$ cat src/rtl/wave_gen_dds.sv
// Programmable DDS test-signal generator: phase accumulator, waveform shaper and
// min/max scaler, with configuration that takes effect only at a phase wrap.
module wave_gen_dds #(
    parameter int PHASE_W = 32,
    parameter int LATENCY = 3
) (
    input  logic               clk,
    input  logic               rst,
    input  logic               en,
    input  logic               cfg_valid,
    output logic               cfg_ready,
    input  logic [PHASE_W-1:0] cfg_fword,
    input  logic [7:0]         cfg_min,
    input  logic [7:0]         cfg_max,
    input  logic [1:0]         cfg_wave,
    output logic               cfg_err,
    output logic [7:0]         dac_data,
    output logic               dac_valid,
    output logic               phase_wrap
);

    logic [PHASE_W-1:0] act_fword, pend_fword, acc, acc_sum;
    logic [7:0]         act_min, act_max, pend_min, pend_max;
    logic [1:0]         act_wave, pend_wave;
    logic               pend_valid, carry, apply, xfer;

    logic [7:0]         s1_min, s1_max, s2_min, s2_max, s2_raw;
    logic [1:0]         s1_wave;
    logic [LATENCY-1:0] en_pipe, wrap_pipe;

    logic [7:0]         t, raw;
    logic [8:0]         span;
    logic [16:0]        prod;

    always_comb begin
        {carry, acc_sum} = {1'b0, acc} + {1'b0, act_fword};
        apply = pend_valid && ((en && carry) || !en || (act_fword == '0));
        xfer  = cfg_valid && !pend_valid;
    end

    assign cfg_ready = !pend_valid;

    always_ff @(posedge clk or negedge rst) begin
        if (!rst) begin
            act_fword  <= '0;
            act_min    <= '0;
            act_max    <= '1;
            act_wave   <= '0;
            pend_fword <= '0;
            pend_min   <= '0;
            pend_max   <= '0;
            pend_wave  <= '0;
            pend_valid <= 1'b0;
            cfg_err    <= 1'b0;
        end else begin
            cfg_err <= xfer && (cfg_min > cfg_max);
            // apply needs pend_valid and xfer needs !pend_valid, so they never coincide
            if (apply) begin
                act_fword  <= pend_fword;
                act_min    <= pend_min;
                act_max    <= pend_max;
                act_wave   <= pend_wave;
                pend_valid <= 1'b0;
            end else if (xfer && (cfg_min <= cfg_max)) begin
                pend_fword <= cfg_fword;
                pend_min   <= cfg_min;
                pend_max   <= cfg_max;
                pend_wave  <= cfg_wave;
                pend_valid <= 1'b1;
            end
        end
    end

    assign t = acc[PHASE_W-1 -: 8];

    always_comb begin
        raw = '0;
        case (s1_wave)
            2'd0: raw = '0;
            2'd1: raw = {8{t[7]}};
            2'd2: raw = t;
            2'd3: raw = t[7] ? ~{t[6:0], 1'b0} : {t[6:0], 1'b0};
            default: raw = '0;
        endcase
        span = {1'b0, s2_max} - {1'b0, s2_min} + 9'd1;
        prod = {8'd0, span} * {9'd0, s2_raw};
    end

    // Config snapshot rides alongside each sample so a change only affects whole samples
    always_ff @(posedge clk or negedge rst) begin
        if (!rst) begin
            acc       <= '0;
            s1_min    <= '0;
            s1_max    <= '0;
            s1_wave   <= '0;
            s2_raw    <= '0;
            s2_min    <= '0;
            s2_max    <= '0;
            dac_data  <= '0;
            en_pipe   <= '0;
            wrap_pipe <= '0;
        end else begin
            acc          <= en ? acc_sum : '0;
            s1_min       <= act_min;
            s1_max       <= act_max;
            s1_wave      <= act_wave;
            s2_raw       <= raw;
            s2_min       <= s1_min;
            s2_max       <= s1_max;
            dac_data     <= s2_min + 8'(prod >> 8);
            en_pipe      <= {en_pipe[LATENCY-2:0], en};
            wrap_pipe    <= {wrap_pipe[LATENCY-2:0], en && carry};
        end
    end

    assign dac_valid  = en_pipe[LATENCY-1];
    assign phase_wrap = wrap_pipe[LATENCY-1];

endmodule

$ cat config.mk
export PLATFORM = sky130hd
export DESIGN_NAME = wave_gen_dds
export DESIGN_NICKNAME = d
export VERILOG_FILES = /design/src/rtl/wave_gen_dds.sv
export SDC_FILE = /design/constraint.sdc
export NUM_CORES = 1
export LEC_CHECK = 0
export ABC_CLOCK_PERIOD_IN_PS = 18400
export BUFFER_PORTS_ARGS = -buffer_cell sky130_fd_sc_hd__buf_2
export CELL_PAD_IN_SITES_DETAIL_PLACEMENT = 0
export CELL_PAD_IN_SITES_GLOBAL_PLACEMENT = 1
export CORE_MARGIN = 2
export CORE_UTILIZATION = 54
export DETAILED_ROUTE_END_ITERATION = 8
export GPL_TIMING_DRIVEN = 1
export PLACE_DENSITY_LB_ADDON = 0.1
export SLEW_MARGIN = 40
export SYNTH_ARGS = -nofsm -noshare
export SYNTH_HDL_FRONTEND = slang
export SYNTH_SLANG_ARGS = --single-unit
$ cat constraint.sdc
create_clock -name clk -period 18.4 [get_ports clk]
set_input_delay 1.84 -clock clk [delete_from_list [all_inputs] [get_ports clk]]
set_output_delay 1.84 -clock clk [all_outputs]
set_load 0.01 [all_outputs]
==> key figures <==
Floorplan
  – Initial core utilization: 54.88%
  – IO Pins: 66
  – # rows: 52
  – Core outline area: 20170 µm²
  – Die extent in x: 147.2 µm
  – Area of the die: 21660 µm²
  – Vert. Die Dim: 147.2 µm

Setup path
  – Required time at the endpoint of the critical path: 18.73 ns
  – FF-to-FF Start: s2_min[1]
  – Data arrival time at the worst-slack endpoint: 7.72 ns
  – CP dominant cell by count: sky130_fd_sc_hd__fa_1
  – Worst setup path class: reg -> reg
  – Largest driver fanout on the critical path: 8
  – CP startpoint kind: flip-flop
  – Setup slack on the worst flop-to-flop path: 11.00 ns
  – RR Endpoint: dac_data[7]
  – Number of cells traversed by the worst register-to-register path: 28
  – Crit path max-delay cell type: sky130_fd_sc_hd__fa_1
  – Crit path capture type: flip-flop
  – Peak per-stage delay on the critical path: 0.55 ns

Timing
  – Layout Skew: 0.02101 ns
  – Shortest period the worst path allows: 7.398 ns
  – Achievable Freq: 135.2 MHz
  – Unrepaired setup endpoints after global routing: no
  – Final count of negative-setup-slack endpoints: 0
  – Final number of hold-violating endpoints: 0
  – Aggregate negative setup slack: 0 ns
  – Pin slew with the least headroom to its limit: 0.7229 ns
  – Total count of max-transition violations in the final report: 0
  – Period utilisation layout: 40.21%
  – Worst-case headroom to the max-slew limit: 51.81%

Final layout
  – Filler cells: 1668
  – Share of layout cells above drive strength 1: 21.36%
  – Signed area change from the synthesized netlist to the final layout: 11.26%
  – Antenna cell count: 0
  – Net count, final: 1194

Placed design
  – Routability-driven placement congestion ratio: 0.8285
  – IO buf count: 65
  – Detailed placer's ending HPWL: 15.93 mm

Synth
  – Mapped cell area: 11070 µm²
  – Most instantiated cells after synthesis: sky130_fd_sc_hd__dfrtp_1, sky130_fd_sc_hd__ha_1, sky130_fd_sc_hd__and2_1
  – XOR/XNOR Fraction of Synth Area: 4.080%
  – Fraction of the mapped netlist area in adder cells: 18.40%
  – Share of synthesized area spent on multiplexers: 11.96%
  – Mean instance size in the synthesized netlist: 11.89 µm²
  – Cell types with the largest area share after synthesis: sky130_fd_sc_hd__dfrtp_1, sky130_fd_sc_hd__ha_1, sky130_fd_sc_hd__fa_1, sky130_fd_sc_hd__mux2_4, sky130_fd_sc_hd__mux2_2
  – Mapped Cells: 931
  – Post-synthesis cell type with the largest combined area: sky130_fd_sc_hd__dfrtp_1
  – Share of the synthesized area in the top cell type: 41.14%
  – Ys async rst share: 100.0%
  – Number of nets produced by synthesis: 1122
  – Share of the synthesized area in compound gates (AO/OA/AOI/OAI): 8.489%
  – Most instantiated library cell after synthesis: sky130_fd_sc_hd__dfrtp_1
  – EDFF count, synth: 0
  – Unique masters post-synth: 58
  – Basic-gate share of the synthesized area counting and, or, nand and nor cells: 10.74%
  – Synth Warn #: 0
  – Share of the yosys chip area belonging to registers: 43.04%
  – Predominant post-synthesis flop cell: sky130_fd_sc_hd__dfrtp_1
  – Number of synthesized register bits: 190
  – Largest family of logic cells by synthesized area: adder cells

Routing
  – First-pass detailed-route iteration total: 4
  – Total wirelength of the detailed-routed design: 20.88 mm
  – Remaining number of nets flagged by the antenna check after routing: 0
  – Iteration-0 DRC count of the detailed router: 278
  – Total number of vias: 6815
  – Drc violations: 0
  – Via/cell ratio: 5.299
  – Average wire per standard cell: 16.23 µm

Min path
  – Worst hold start: en_pipe[0]
  – Tightest Hold Check Type: reg -> reg
  – Worst min-delay path endpoint: en_pipe[1]
  – Number of instances on the worst hold path: 0

CTS
  – Clock latency on the worst-skew pair: 0.44 ns
  – Deepest clock path buffer count: 2
  – Clock sinks: 190
  – Clock root buffer: sky130_fd_sc_hd__clkbuf_16
  – Maximum level of the CTS H-tree: 4
  – Resized Gates After CTS: 0
  – Hold buffers post-CTS: 0
  – Number of buffers created by CTS: 17
  – CTS tree: built
  – Buffers inserted by post-CTS timing repair: 0
  – Clock-pin slew of the registers on the worst-case setup and hold paths: 0.08 ns

Status
  – Status: finished clean

Global route
  – Number of antenna violations at the first check in global routing: 0
  – Via count of the first global-routing pass: 7266
  – Pin count of the biggest net entering global routing: 70
  – Total grt overflow: 0
  – Wire length of the first global-routing pass: 36.27 mm
  – Total Routing Usage GR: 21.07%

Run
  – Total of max-cap violations: 0
==> registers in the layout, indices dropped and copies added, names as in the netlist, 8 cells and up <==
register / cells
s2_raw: 8
act_max: 8
pend_max: 8
act_min: 8
s1_min: 8
acc: 32
s2_max: 8
s1_max: 8
pend_min: 8
pend_fword: 32
s2_min: 8
act_fword: 32
dac_data: 8
==> area by class of cell <==
class                      count  area [µm²]  share of cell area [%]
inverter                      69       259.0                   2.103
multi-input combinational    654        5959                   48.39
clock buffer                  17       425.4                   3.454
sequential                   190        4765                   38.69
timing repair buffer          71       390.4                   3.170
tap                          270       337.8                   2.743
clock inverter                15       178.9                   1.453
==> cells by family (layout without fill, tap and decap cells) <==
logic type / count (synthesis) / after routing
DFF: 190 / 190
xor gates and xnor gates: 50 / 50
muxes: 101 / 101
and+or+nand+nor: 220 / 220
adders and majority gates: 137 / 137
buffers and inverters: 87 / 172
AOI/OAI and AO/OA: 146 / 146
==> layout by cell type, fill, tap and decap left out, types with 6 or more instances in the layout <==
cell                          n
sky130_fd_sc_hd__nand2b_1    10
sky130_fd_sc_hd__ha_1        94
sky130_fd_sc_hd__a21oi_1     42
sky130_fd_sc_hd__buf_2       64
sky130_fd_sc_hd__nor3_1       6
sky130_fd_sc_hd__mux2_4      50
sky130_fd_sc_hd__mux2_2      50
sky130_fd_sc_hd__nor4_1       8
sky130_fd_sc_hd__and3_1       7
sky130_fd_sc_hd__nand4_1      7
sky130_fd_sc_hd__fa_1        43
sky130_fd_sc_hd__nand3_1      9
sky130_fd_sc_hd__nor2b_1     13
sky130_fd_sc_hd__a22o_1       7
sky130_fd_sc_hd__clkbuf_16   17
sky130_fd_sc_hd__o21ai_0     27
sky130_fd_sc_hd__and2_1      73
sky130_fd_sc_hd__o21a_1       9
sky130_fd_sc_hd__a21o_1      18
sky130_fd_sc_hd__o21ai_1      7
sky130_fd_sc_hd__xor2_1      18
sky130_fd_sc_hd__xnor2_1     31
sky130_fd_sc_hd__dfstp_2      8
sky130_fd_sc_hd__dfrtp_1    182
sky130_fd_sc_hd__nand2_1     58
sky130_fd_sc_hd__nor2_1      18
sky130_fd_sc_hd__inv_1       69
==> worst max-delay path, delay by kind of cell (launching register included) <==
kind                       cells  cell delay, ns
AOI/OAI and AO/OA              9            1.66
xor gates and xnor gates       4            1.17
adders and majority gates      9            3.61
buffers and inverters          4            0.19
DFF                            1            0.43
and+or+nand+nor                2            0.24
==> stage by stage <==
step | hold WS [ns] | setup WS [ns] | utilization, % | area [µm²] | std cells
finish | 0.3454 | 11.00 | 61.06 | 12320 | 1286
floorplan | 0.3312 | 11.57 | - | 11070 | 931
CTS | 0.3450 | 11.00 | 61.06 | 12320 | 1286
global placement | 0.3317 | 11.18 | 57.93 | 11690 | 1253
global route | 0.3453 | 10.57 | 61.06 | 12320 | 1286
detailed placement | 0.3347 | 11.01 | 58.06 | 11710 | 1254
==> layer usage <==
metal	wire [µm]	global-route usage, %	vias up
met4	197	4.712	0
met3	512	3.634	15
met1	9766	27.89	3352
li1	-	-	3371
met5	0	0	-
met2	10400	36.59	77
==> how the worst max path moves through the flow <==
| stage | start | endpoint | slack (ns) |
|---|---|---|---|
| floorplan | s2_min[1] | dac_data[7] | 11.57 |
| global placement | s2_min[1] | dac_data[7] | 11.18 |
| detailed placement | s2_min[1] | dac_data[7] | 11.01 |
| CTS | s2_min[1] | dac_data[7] | 11.00 |
| global route | s2_min[1] | dac_data[7] | 10.57 |
| finish | s2_min[1] | dac_data[7] | 11.00 |
Power is left out: the tool's default activity adds up to more than one toggle a clock period on the data nets, which glitch-free logic cannot reach.
